File: config.mk
export PLATFORM = sky130hd
export DESIGN_NAME = instr_fetch_queue
export DESIGN_NICKNAME = d
export VERILOG_FILES = /design/src/rtl/instr_fetch_queue.sv
export SDC_FILE = /design/constraint.sdc
export NUM_CORES = 1
export LEC_CHECK = 0
export ABC_AREA = 0
export BUFFER_PORTS_ARGS = -buffer_cell sky130_fd_sc_hd__buf_2
export CAP_MARGIN = 20
export CELL_PAD_IN_SITES_DETAIL_PLACEMENT = 1
export CELL_PAD_IN_SITES_GLOBAL_PLACEMENT = 1
export CORE_ASPECT_RATIO = 0.7
export CORE_UTILIZATION = 53
export DETAILED_ROUTE_END_ITERATION = 12
export PLACE_DENSITY = 0.91
export SLEW_MARGIN = 20
export SYNTH_ARGS = -nofsm -noshare
export SYNTH_HDL_FRONTEND = slang
export SYNTH_SLANG_ARGS = --single-unit
export TNS_END_PERCENT = 50
File: constraint.sdc
create_clock -name clk -period 4.6 [get_ports clk]
set_input_delay 0.46 -clock clk [delete_from_list [all_inputs] [get_ports clk]]
set_output_delay 0.46 -clock clk [all_outputs]
set_load 0.02 [all_outputs]
File: src/rtl/instr_fetch_queue.sv
// instr_fetch_queue
// Fetch stage between the PC and decode. Accepts a fetch address from the
// PC, issues a single-cycle-latency read to instruction memory and buffers
// the returned word together with its PC in a small in-order queue that
// decode drains with a valid/ready handshake. Misaligned or out-of-range
// addresses never reach memory; they are queued as a NOP marked as a fault.
// A redirect flushes both the queue and the in-flight fetch.
//
// Ports:
//   clk, rst            clock, synchronous active-high reset
//   pc_addr, pc_valid   fetch request from the PC
//   pc_enable           request consumed this cycle (PC may advance)
//   redirect            taken branch/jump: flush everything
//   imem_req, imem_addr read strobe and byte address to instruction memory
//   imem_rdata          read data, one cycle after imem_req
//   inst, inst_pc       head instruction and its PC
//   inst_fault          head entry is a fetch fault
//   inst_valid          queue non-empty
//   inst_ready          decode consumes the head
module instr_fetch_queue #(
    parameter int          DEPTH    = 4,
    parameter int          IMEM_AW  = 11,
    parameter logic [31:0] NOP_INST = 32'h00000013
) (
    input  logic               clk,
    input  logic               rst,
    input  logic [31:0]        pc_addr,
    input  logic               pc_valid,
    output logic               pc_enable,
    input  logic               redirect,
    output logic               imem_req,
    output logic [IMEM_AW-1:0] imem_addr,
    input  logic [31:0]        imem_rdata,
    output logic [31:0]        inst,
    output logic [31:0]        inst_pc,
    output logic               inst_fault,
    output logic               inst_valid,
    input  logic               inst_ready
);

    localparam int PW = $clog2(DEPTH);
    localparam logic [PW:0] DEPTH_C = DEPTH[PW:0];

    // Queue storage (no reset needed: count/pointers qualify every read)
    logic [31:0] q_inst  [DEPTH];
    logic [31:0] q_pc    [DEPTH];
    logic        q_fault [DEPTH];

    logic [PW-1:0] wr_ptr;
    logic [PW-1:0] rd_ptr;
    logic [PW:0]   count;

    // In-flight fetch: address accepted last cycle, data arriving this cycle
    logic          if_v;
    logic [31:0]   if_pc;
    logic          if_fault;

    logic [PW:0]   occupancy;
    logic          credit;
    logic          fault;
    logic          accept;
    logic          push;
    logic          pop;

    // The in-flight fetch reserves a slot, so a full-rate stream never
    // overflows. Pops deliberately do not add credit in the same cycle,
    // which keeps inst_ready off the pc_enable / imem_req paths.
    assign occupancy = count + {{PW{1'b0}}, if_v};
    assign credit    = occupancy < DEPTH_C;

    assign fault     = (pc_addr[1:0] != 2'b00) | (pc_addr[31:IMEM_AW] != '0);
    assign pc_enable = credit & ~redirect & ~rst;
    assign accept    = pc_valid & pc_enable;
    assign imem_req  = accept & ~fault;
    assign imem_addr = pc_addr[IMEM_AW-1:0];

    assign inst_valid = (count != '0) & ~rst;
    assign push       = if_v & ~redirect & ~rst;
    assign pop        = inst_valid & inst_ready & ~redirect;

    assign inst       = q_inst[rd_ptr];
    assign inst_pc    = q_pc[rd_ptr];
    // Gated so a stale fault bit never shows through an empty queue
    assign inst_fault = inst_valid & q_fault[rd_ptr];

    always_ff @(posedge clk) begin
        if (push) begin
            q_inst[wr_ptr]  <= if_fault ? NOP_INST : imem_rdata;
            q_pc[wr_ptr]    <= if_pc;
            q_fault[wr_ptr] <= if_fault;
        end
    end

    always_ff @(posedge clk) begin
        if (rst) begin
            count    <= '0;
            wr_ptr   <= '0;
            rd_ptr   <= '0;
            if_v     <= 1'b0;
            if_pc    <= '0;
            if_fault <= 1'b0;
        end else if (redirect) begin
            // Response arriving this cycle is dropped along with the queue
            count  <= '0;
            wr_ptr <= '0;
            rd_ptr <= '0;
            if_v   <= 1'b0;
        end else begin
            if_v <= accept;
            if (accept) begin
                if_pc    <= pc_addr;
                if_fault <= fault;
            end
            // Pointers wrap naturally: DEPTH is a power of two
            if (push) wr_ptr <= wr_ptr + 1'b1;
            if (pop)  rd_ptr <= rd_ptr + 1'b1;
            case ({push, pop})
                2'b10:   count <= count + 1'b1;
                2'b01:   count <= count - 1'b1;
                default: ;
            endcase
        end
    end

endmodule

; ---- Yosys cells after proc, flatten, opt, wreduce, memory -nomap -nowiden
; Memory sizes are Yosys's and may differ from the RTL's. A register that Yosys moved wholly into a read port is not among the register bits.
; Cells that the tools add are included.
; W data, S select, Z words.
[classes]
add_sub_neg = 5
n_lt_le_gt_ge = 1
n_eq_ne = 2
muxes = 10
n_bitwise = 14
reduce_logical = 6
[op_table]
columns = op, count
row1 = $mux W32, 1
row2 = $reduce_bool A21 Y1, 1
row3 = $mux W2, 6
row4 = $and A1 B1 Y1, 10
row5 = $pmux W3 S2, 1
row6 = $add A2 B1 Y2 const B, 2
row7 = $reduce_bool A2 Y1, 2
row8 = $add A3 B1 Y3, 1
row9 = $add A3 B1 Y3 const B, 1
row10 = $lt A3 B3 Y1 const B, 1
row11 = $not A1 Y1, 3
row12 = $reduce_bool A3 Y1, 1
row13 = $sub A3 B1 Y3 const B, 1
row14 = $eq A2 B1 Y1 const B, 1
row15 = $eq A2 B2 Y1 const B, 1
row16 = $mux W1, 2
row17 = $reduce_and A2 Y1, 1
row18 = $reduce_or A2 Y1, 1
row19 = $or A1 B1 Y1, 1
[totals]
regBits = 41
ram_bits = 260
inputBits = 69
output_inout_bits = 79
elab_cells = 47
n_memories = 3
[mem_list]
columns = memory, words, word_bits, rd, rd_clocked_by_memory_dff, write_ports, line_no
row1 = q_inst, 4, 32, 1, 1, 1, 45  ; logic [31:0] q_inst [DEPTH];
row2 = q_pc, 4, 32, 1, 1, 1, 46  ; logic [31:0] q_pc [DEPTH];
row3 = q_fault, 4, 1, 1, 1, 1, 47  ; logic q_fault [DEPTH];

; ---- Depth between registers and ports, before layout
; Gate-level depths: netlist of run 1.
[logic_depth]
ltp_word = 6
mapped_depth = 9
depth_no_buf = 8

; ---- Least setup slack after synthesis of run 1
; Ideal clock, no wire load.
[synth_path]
path_kind = input port to flip-flop
start = input rst
end = memory q_fault[0] (enable)
arrival_time_ns = 2.514
path_slack_ns = 1.656
cell_stages = 3
path_buffers = 1
path_cell_list = clkbuf_1 > nor2_2 > and3_1
[synth_via]
elab_chain_cells = 4
[synth_lines]
columns = item, line_no
row1 = from (decl), 26  ; input logic rst,
row2 = $not A1 Y1, 78  ; assign push = if_v & ~redirect & ~rst;
row3 = $and A1 B1 Y1, 78
row4 = $mux W1, 87  ; if (push) begin
row5 = $mux W1 (not written as such), 90  ; q_fault[wr_ptr] <= if_fault;
row6 = to (decl), 47
; Every way passes these cells.

==> run_results.csv, run 1 <==
group,metric,value,unit
status,run_status,"finished, final reports clean",
synthesis,yosys.area.top_type_share,68.5,%
pwr,maximum_ir_drop_on_the_vdd_rail,0.344,mV
sta,hold_viol_final,0,
floorplanning,design.portCount,148,
synthesis,post_synthesis_net_count,633,
detailed_routing,drt_first_iter_violations,478,
synthesis,synth-seq-cells,303,
clock_tree,cts_htree_levels,1,
detailed_routing,routed_wl,23800,um
sta,slew_at_the_pin_closest_to_its_max_slew_limit,1.06,ns
floorplanning,floorplan.die.height,125,um
place,place_inst,949,
clock_tree,cts_sinks,303,
synthesis,ys_seq_area_share,76.1,%
floorplanning,rows,44,
global_routing,number_of_antenna_violations_at_the_first_check_in_global_routing,0,
synthesis,syn_inst,558,
setup_path,arrival,2.63,ns
global_routing,grt_max_degree,66,
place,dpl.hpwl,14500,um
setup_path,timing.rr.end,"count[2]",
pwr,internal_power,0.00432,W
detailed_routing,drc_violation_count_after_routing,0,
pwr,comb_power_share,2.8,%
sta,period_share,67.1,%
layout,stdcell_count,1002,
place,postPlaceCellArea,12300,um2
layout,final_nets,779,
clock_tree,cts_max_path_buffers,3,
setup_path,worstRegToRegCells,8,
sta,worst_case_headroom_to_the_max_slew_limit,29.4,%
global_routing,grt_overflow,0,
pwr,power.share.switching,19.9,%
hold_path,whs_endpoint,"if_pc[25]",
clock_tree,ctsResizeCount,0,
clock_tree,number_of_buffers_added_by_the_clock_tree_synthesis_step,29,
synthesis,synth_cell_type_count,31,
synthesis,synth_top_cell_by_area,"sky130_fd_sc_hd__edfxtp_1",
clock_tree,tritoncts_clock_tree,"yes",
detailed_routing,avg_wl_per_cell,23.8,um
setup_path,timing.critical_path.to_type,"output port",
floorplanning,fp.dieArea,22100,um2
clock_tree,post-cts-setup-buffers,0,
layout,n_antenna_cell,0,
detailed_routing,drt_pre_antenna_iters,4,
setup_path,setup.worst_path.class,"register to output port",
clock_tree,worst_skew_pair.late_latency,0.53,ns
pwr,p_leak,4.70,nW
global_routing,first_global_vias,6158,
flow_run,maxCapViolCount,0,
pwr,seq_power_share,55.8,%
floorplanning,effective_utilization_at_floorplan,54.4,%
sta,final.setup_skew,0.00986,ns
sta,setup-violations-final,0,
floorplanning,fp.coreArea,20900,um2
synthesis,ys.warnings.count,0,
setup_path,timing.critical_path.required,4.14,ns
sta,number_of_max_slew_violations_in_the_final_report,0,
setup_path,critical_path.reg2reg.startpoint,"count[1]",
global_routing,grt_pass1_wl,36400,um
clock_tree,cts.root.buffer_cell,"sky130_fd_sc_hd__clkbuf_16",
detailed_routing,number_of_vias_after_detailed_routing,5687,
layout,layout-drive-gt1-share,36.9,%
sta,layout_min_cycle_time,3.09,ns
pwr,pwr_density_cell,409,nW/um2
pwr,switchingPower,0.00107,W
detailed_routing,detail-route-antenna-nets,0,
layout,finalInstanceArea,13200,um2
global_routing,global_route.usage.total,22.3,%
synthesis,largest_cells_by_area_after_synthesis,"sky130_fd_sc_hd__edfxtp_1 (69%), sky130_fd_sc_hd__mux4_2 (13%), sky130_fd_sc_hd__dfxtp_1 (7.6%)",
setup_path,crit_path_max_fanout,41,
place,routabilityCongestion,0.787,
floorplanning,die_width,177,um
hold_path,timing.hold.worst.class,"primary input to register",
layout,area_growth_syn_to_layout,15.9,%
hold_path,hold_path.startpoint,"pc_addr[25]",
clock_tree,hold_fix_buffers_cts,0,
place,pre_cts_ws,1.99,ns
sta,final.setup.tns,0,ns
hold_path,holdPathStages,3,
pwr,clock_power_share,41.4,%
synthesis,syn_avg_cell_area,20.4,um2
place,io_buffers,147,
setup_path,worst_reg2reg_setup_slack,2.40,ns
sta,layout_setup_ws,1.51,ns
detailed_routing,routed_via_density,5.68,
synthesis,post_syn_area,11400,um2
setup_path,start_kind,"register",
sta,grt_setup_unrepaired,"false",
clock_tree,clk_pin_slew,0.06,ns
sta,maximum_clock_rate,0.324,GHz
worst max-delay path: stages, from the launching register on:
cell and delay (ns):
sky130_fd_sc_hd__dfxtp_4 0.91, sky130_fd_sc_hd__buf_4 0.42, sky130_fd_sc_hd__mux4_2 0.57, sky130_fd_sc_hd__buf_2 0.18
layer usage:
layer  vias to the layer above  wire length [um]  GRT usage [%]  part of all wire (%)
li1                       2494                 -              -                     -
met1                      2989             10600           31.6                    44
met2                       174             11700           37.0                    49
met3                        30              1250           4.21                   5.3
met4                         0               311           3.25                   1.3
met5                         -                 0              0                     0
cell usage in the layout (no fill, tap or decap), types with 5 or more instances in the layout:
cell type                   count
sky130_fd_sc_hd__inv_1          6
sky130_fd_sc_hd__mux4_2        65
sky130_fd_sc_hd__nor2_1        40
sky130_fd_sc_hd__clkinv_2       5
sky130_fd_sc_hd__dfxtp_1       41
sky130_fd_sc_hd__nor4_1         5
sky130_fd_sc_hd__clkbuf_1       7
sky130_fd_sc_hd__ha_1           5
sky130_fd_sc_hd__nor2b_1       30
sky130_fd_sc_hd__edfxtp_1     260
sky130_fd_sc_hd__mux2i_1       33
sky130_fd_sc_hd__clkbuf_16     29
sky130_fd_sc_hd__clkinv_1       8
sky130_fd_sc_hd__buf_4          5
sky130_fd_sc_hd__buf_2        147
state kept, by name, indices dropped and copies added (netlist names), named ones only:
register  count
q_inst      128
q_pc        128
if_pc        32
q_fault       4
count         3
rd_ptr        2
wr_ptr        2
if_fault      1
if_v          1
per-stage QoR:
step                      total power [W]  hold WS [ns]  utilization [%]
after floorplan                   0.00315         0.460                -
after global placement            0.00320         0.471             58.8
after detailed placement          0.00322         0.494             58.8
after CTS                         0.00543         0.172             63.1
after global routing              0.00553         0.192             63.1
final                             0.00539         0.197             63.1
how the worst max path moves through the flow:
| stage | startpoint | endpoint | slack [ns] | cells after the start |
|---|---|---|---|---|
| after floorplan | rst | q_fault[0] | 1.66 | 3 |
| after CTS | register | inst[1] | 1.39 | 3 |
| final | register | inst[1] | 1.51 | 3 |
| after detailed placement | register | inst[1] | 1.99 | 3 |
| after global placement | register | inst[28] | 2.03 | 3 |
| after global routing | register | inst[1] | 1.29 | 3 |
kinds of logic after synthesis:
family                     synth area share, %
DFF                                       76.1
muxes                                     15.8
and+or+nand+nor                           4.36
buffers and inverters                     2.19
AOI/OAI and AO/OA                        0.483
adders and majority gates                0.725
xor gates and xnor gates                 0.385
power groups by stage:
stage	combinational (W)	sequential, W	clock (W)
final	0.000151	0.00301	0.00223
after global routing	0.000165	0.00301	0.00235
after CTS	0.000153	0.00301	0.00227
after detailed placement	0.000151	0.00307	0
after global placement	0.000138	0.00306	0
after floorplan	0.0000875	0.00306	0
cell usage after synthesis (all sizes together):
library cell,instances
a21oi,3
a31oi,1
and2,1
and3,5
and4,1
buf,24
clkbuf,13
dfxtp,43
edfxtp,260
fa,1
ha,5
inv,6
mux2i,33
mux4,65
nand2,2
nand4,2
nor2,41
nor2b,30
nor3,3
nor4,5
o211ai,1
o21a,1
o21ai,1
or2,4
or3,2
xnor2,2
xor2,3
final cells by class:
cell class                 count  area [um2]
clock buffer                  36         752
inverter                       6        22.5
multi-input combinational    212        2490
timing repair buffer         152         773
sequential                   303        8680
clock inverter                17         134
tap                          276         345
fill                        1821        7720
Power figures use the tool's default switching activity.
==> run 2: changes to the inputs <==
- CORE_UTILIZATION: 53 -> 49
- PLACE_DENSITY: 0.91 -> 0.85
- clock period: 4.6 -> 3 ns (I/O delays scaled with it)
==> run_results.csv, run 2 (synthesis gave the netlist of run 1 again) <==
group,metric,value,unit
pwr,maximum_ir_drop_on_the_vdd_rail,0.451,mV
setup_path,timing.critical_path.required,2.70,ns
sta,final.setup_skew,0.0137,ns
clock_tree,worst_skew_pair.late_latency,0.53,ns
setup_path,worst_reg2reg_setup_slack,0.79,ns
sta,final.setup.tns,0,ns
clock_tree,clk_pin_slew,0.06,ns
global_routing,grt_overflow,0,
pwr,p_leak,4.78,nW
layout,area_used_by_multi_input_combinational_logic,2490,um2
clock_tree,post-cts-setup-buffers,0,
setup_path,worstRegToRegCells,8,
sta,slew_at_the_pin_closest_to_its_max_slew_limit,0.884,ns
layout,final_nets,789,
layout,layout_commonest_cell,"sky130_fd_sc_hd__edfxtp_1",
sta,layout_min_cycle_time,2.65,ns
setup_path,cells_traversed_along_the_worst_timing_path,"a31oi_1 -> o211ai_4 -> nor3_1 -> buf_2",
hold_path,whs_endpoint,"if_pc[28]",
sta,hold_viol_final,0,
hold_path,hold_path.startpoint,"pc_addr[28]",
sta,maximum_clock_rate,0.377,GHz
sta,layout_setup_ws,0.349,ns
detailed_routing,drc_violation_count_after_routing,0,
setup_path,timing.critical_path.to_type,"output port",
setup_path,crit_path_max_fanout,14,
floorplanning,fp.coreArea,22700,um2
detailed_routing,number_of_vias_after_detailed_routing,5754,
place,dpl.hpwl,15800,um
floorplanning,effective_utilization_at_floorplan,50.1,%
floorplanning,rows,46,
global_routing,global_route.usage.total,21.5,%
sta,hold_slack,0.0189,ns
pwr,pwr_density_cell,619,nW/um2
hold_path,timing.hold.worst.class,"primary input to register",
global_routing,first_global_vias,6197,
clock_tree,number_of_buffers_added_by_the_clock_tree_synthesis_step,29,
setup_path,arrival,2.35,ns
place,place_inst,995,
detailed_routing,routed_wl,24700,um
layout,layout_common_cells,"sky130_fd_sc_hd__edfxtp_1 (260), sky130_fd_sc_hd__buf_2 (147), sky130_fd_sc_hd__mux4_2 (65), sky130_fd_sc_hd__dfxtp_1 (41), sky130_fd_sc_hd__nor2_1 (40)",
sta,worst_case_headroom_to_the_max_slew_limit,41.0,%
clock_tree,cts.root.buffer_cell,"sky130_fd_sc_hd__clkbuf_16",
floorplanning,floorplan.die.height,130,um
setup_path,worst_setup_path_startpoint,"if_v",
setup_path,worst_path_max_delay_cell,"sky130_fd_sc_hd__o211ai_4",
floorplanning,fp.dieArea,23900,um2
global_routing,gr-usage-met1,28.6,%
clock_tree,cts_sinks,303,
hold_path,holdPathStages,3,
clock_tree,hold_fix_buffers_cts,0,
layout,num-fill-cells,2022,
place,routabilityCongestion,0.795,
sta,number_of_max_slew_violations_in_the_final_report,0,
place,pre_cts_ws,0.573,ns
global_routing,number_of_antenna_violations_at_the_first_check_in_global_routing,2,
global_routing,met3_usage,4.92,%
detailed_routing,detail-route-antenna-nets,0,
layout,layout-drive-gt1-share,37.8,%
setup_path,critPathTopFamily,"compound AO/OA/AOI/OAI gates",
setup_path,critical-path-max-stage-delay,0.63,ns
detailed_routing,avg_wl_per_cell,23.6,um
sta,grt_setup_unrepaired,"false",
sta,setup-violations-final,0,
setup_path,sum_of_buffers_and_inverters_on_the_critical_path,1,
clock_tree,cts_htree_levels,1,
detailed_routing,drt_first_iter_violations,325,
global_routing,grt_max_degree,37,
clock_tree,ctsResizeCount,0,
status,run_status,"finished, final reports clean",
layout,area_growth_syn_to_layout,17.8,%
layout,stdcell_count,1049,
layout,ff_latch_area,8680,um2
detailed_routing,drt_pre_antenna_iters,4,
floorplanning,design.portCount,148,
setup_path,critical_path.reg2reg.startpoint,"count[0]",
flow_run,maxCapViolCount,0,
global_routing,grtUsageMet2,36.5,%
floorplanning,die_width,184,um
global_routing,grt_pass1_wl,37500,um
clock_tree,cts_max_path_buffers,3,
setup_path,setup.worst_path.class,"register to output port",
clock_tree,tritoncts_clock_tree,"yes",
setup_path,start_kind,"register",
layout,reg.largest.list,"q_inst (128), q_pc (128), if_pc (32)",
place,io_buffers,147,
sta,period_share,88.4,%
detailed_routing,routed_via_density,5.49,
global_routing,grt.busiest_layer,"met2",
setup_path,timing.rr.end,"count[2]",
==> run 2: layer usage <==
layer	wire length, um	up-vias
met1	10300	3004
met3	1590	43
li1	-	2518
met2	12400	187
met5	10	-
met4	411	2
==> run 2: final cells by class <==
type	count	area share (%)
inverters	6	0.168
clock inverters	13	0.821
well taps	312	2.91
clock buffers	40	5.87
repair buffers	162	6.98
multi-input cells	212	18.6
diodes	1	0.0187
flip-flops and latches	303	64.7
==> run 2: stage by stage <==
step           util, %  total power [W]  instance area (um2)
6_report          59.0          0.00830                13400
5_1_grt           59.0          0.00854                13400
4_1_cts           59.0          0.00838                13400
3_5_place_dp      55.1          0.00494                12500
3_3_place_gp      55.1          0.00491                12500
2_1_floorplan        -          0.00483                11400
==> run 2: worst max path at each step <==
stage,to,slack (ns),cells past startpoint
final,imem_req,0.35,4
after global routing,imem_req,0.20,4
after detailed placement,count[2],0.57,9
after CTS,imem_req,0.32,4
after global placement,count[2],0.77,9
after floorplan,q_fault[0],0.22,3
==> run 2: power breakdown <==
group	total (W)	leakage (nW)	internal (W)	switching, W
Combinational	0.000226	1.62	0.0000904	0.000136
Clock	0.00346	0.436	0.00199	0.00146
Sequential	0.00462	2.73	0.00459	0.0000288
Total	0.00830	4.78	0.00667	0.00163
==> run 2: worst reg2reg max path: stages (launching register included) <==
cell and delay, ns:
sky130_fd_sc_hd__dfxtp_1 0.42, sky130_fd_sc_hd__or3_1 0.20, sky130_fd_sc_hd__and3_1 0.23, sky130_fd_sc_hd__ha_1 0.21
sky130_fd_sc_hd__inv_1 0.08, sky130_fd_sc_hd__fa_1 0.39, sky130_fd_sc_hd__xor2_1 0.16, sky130_fd_sc_hd__or3_1 0.31
sky130_fd_sc_hd__a21oi_1 0.14
==> run 3: changes to the inputs <==
- CORE_UTILIZATION: 49 -> 34
- PLACE_DENSITY: 0.85 -> 0.65
==> run_results.csv, run 3 (synthesis gave the netlist of run 1 again) <==
group,metric,value,unit
setup_path,start_kind,"register",
clock_tree,worst_skew_pair.late_latency,0.56,ns
floorplanning,fp.dieArea,34200,um2
layout,layout_commonest_cell,"sky130_fd_sc_hd__edfxtp_1",
clock_tree,number_of_buffers_added_by_the_clock_tree_synthesis_step,31,
detailed_routing,number_of_vias_after_detailed_routing,5699,
pwr,fin_total_pwr,0.00884,W
setup_path,setup.worst_path.class,"register to output port",
flow_run,maxCapViolCount,0,
clock_tree,cts_max_path_buffers,3,
sta,layout_min_cycle_time,2.72,ns
clock_tree,tritoncts_clock_tree,"yes",
detailed_routing,drt_first_iter_violations,317,
layout,layout.core_utilization,42.6,%
setup_path,arrival,2.42,ns
setup_path,worstRegToRegCells,8,
setup_path,timing.critical_path.required,2.70,ns
detailed_routing,drt_pre_antenna_iters,8,
sta,final.setup_skew,0.0130,ns
floorplanning,floorplan.die.height,155,um
global_routing,grt_max_degree,51,
status,failing_checks,"design-rule violations",
sta,grt_setup_unrepaired,"false",
floorplanning,effective_utilization_at_floorplan,34.9,%
sta,final.setup.tns,0,ns
layout,finalInstanceArea,13900,um2
sta,number_of_max_slew_violations_in_the_final_report,0,
global_routing,number_of_antenna_violations_at_the_first_check_in_global_routing,1,
floorplanning,design.portCount,148,
sta,worst_case_headroom_to_the_max_slew_limit,43.5,%
place,dpl.hpwl,15000,um
pwr,p_leak,4.94,nW
status,run_status,"complete, but fails checks",
detailed_routing,routed_wl,24700,um
clock_tree,ctsResizeCount,0,
pwr,maximum_ir_drop_on_the_vdd_rail,0.455,mV
sta,maximum_clock_rate,0.368,GHz
layout,layout-drive-gt1-share,38.2,%
place,routabilityCongestion,0.730,
place,postPlaceCellArea,12600,um2
clock_tree,cts_sinks,303,
hold_path,timing.hold.worst.class,"primary input to register",
floorplanning,rows,55,
layout,final_nets,809,
layout,area_growth_syn_to_layout,22.1,%
setup_path,timing.critical_path.to_type,"output port",
setup_path,crit_path_max_fanout,25,
sta,hold_viol_final,0,
hold_path,holdPathStages,3,
layout,reg.largest.list,"q_inst (128), q_pc (128), if_pc (32)",
detailed_routing,avg_wl_per_cell,20.9,um
sta,period_share,90.6,%
global_routing,first_global_vias,6340,
clock_tree,clk_pin_slew,0.06,ns
floorplanning,die_width,221,um
floorplanning,fp.coreArea,32600,um2
global_routing,global_route.usage.total,14.7,%
place,io_buffers,147,
detailed_routing,routed_via_density,4.81,
layout,layout_common_cells,"sky130_fd_sc_hd__edfxtp_1 (260), sky130_fd_sc_hd__buf_2 (147), sky130_fd_sc_hd__mux4_2 (65), sky130_fd_sc_hd__nor2_1 (40), sky130_fd_sc_hd__dfxtp_1 (40)",
layout,n_antenna_cell,0,
sta,hold_slack,0.0319,ns
global_routing,grt_overflow,0,
pwr,pwr_density_cell,636,nW/um2
detailed_routing,drc_violation_count_after_routing,5,
global_routing,grt_pass1_wl,37400,um
clock_tree,cts.root.buffer_cell,"sky130_fd_sc_hd__clkbuf_16",
sta,slew_at_the_pin_closest_to_its_max_slew_limit,0.848,ns
sta,setup-violations-final,0,
clock_tree,cts_htree_levels,1,
detailed_routing,detail-route-antenna-nets,0,
-- run 3: cell count changes in the layout (fill, tap and decap cells not counted), sizes merged --
| cell | before | now |
|---|---|---|
| clkbuf | 40 | 45 |
| buf | 162 | 161 |
| clkinv | 10 | 7 |
| dlygate4sd3 | 0 | 19 |
| diode | 1 | 0 |
| bufinv | 2 | 4 |
| inv | 6 | 7 |
-- run 3: repair_timing --
item	4_1_cts	5_1_grt
hold buffers	19	0
hold endpoints to repair	19	0
buffers inserted	0	0
-- run 3: critical path: stages (launching register included) --
cell and delay [ns]:
sky130_fd_sc_hd__dfxtp_4 0.69, sky130_fd_sc_hd__buf_4 0.41, sky130_fd_sc_hd__mux4_2 0.57, sky130_fd_sc_hd__buf_2 0.18
-- run 3: path summary, 6_finish.rpt --
| check | from | to | slack, ns |
|---|---|---|---|
| setup / recovery | register | inst_pc[18] | 0.28 |
| hold / removal | pc_addr[25] | if_pc[25] | 0.03 |
| setup reg to reg | count[0] | count[2] | 0.82 |
| hold reg to reg | if_pc[16] | q_pc[3][16] | 0.50 |
-- run 3: final cells by class --
class | count | area [um2]
inverter | 6 | 22.5
timing repair buffer | 180 | 1110
clock inverter | 13 | 169
fill | 3180 | 18700
tap | 427 | 534
sequential | 303 | 8680
multi-input combinational | 212 | 2490
clock buffer | 45 | 908
-- run 3: per-layer routing --
| layer | share of wire [%] | wire [um] | global-route usage (%) |
|---|---|---|---|
| met3 | 5.2 | 1290 | 3.03 |
| met5 | 0.053 | 13 | 0 |
| met1 | 42 | 10300 | 18.6 |
| met2 | 52 | 12800 | 25.8 |
| met4 | 1.4 | 352 | 3.13 |
-- run 3: through the flow --
step | setup slack [ns] | std cells
3_5_place_dp | 0.708 | 1109
6_report | 0.283 | 1186
3_3_place_gp | 0.806 | 1109
4_1_cts | 0.144 | 1186
5_1_grt | 0.0857 | 1186
2_1_floorplan | 0.216 | 558
-- run 3: where the power goes --
group          internal, W  total (W)  switching, W
clock network      0.00243    0.00398       0.00155
logic             0.000105   0.000238      0.000133
registers          0.00459    0.00462     0.0000306
total              0.00713    0.00884       0.00171
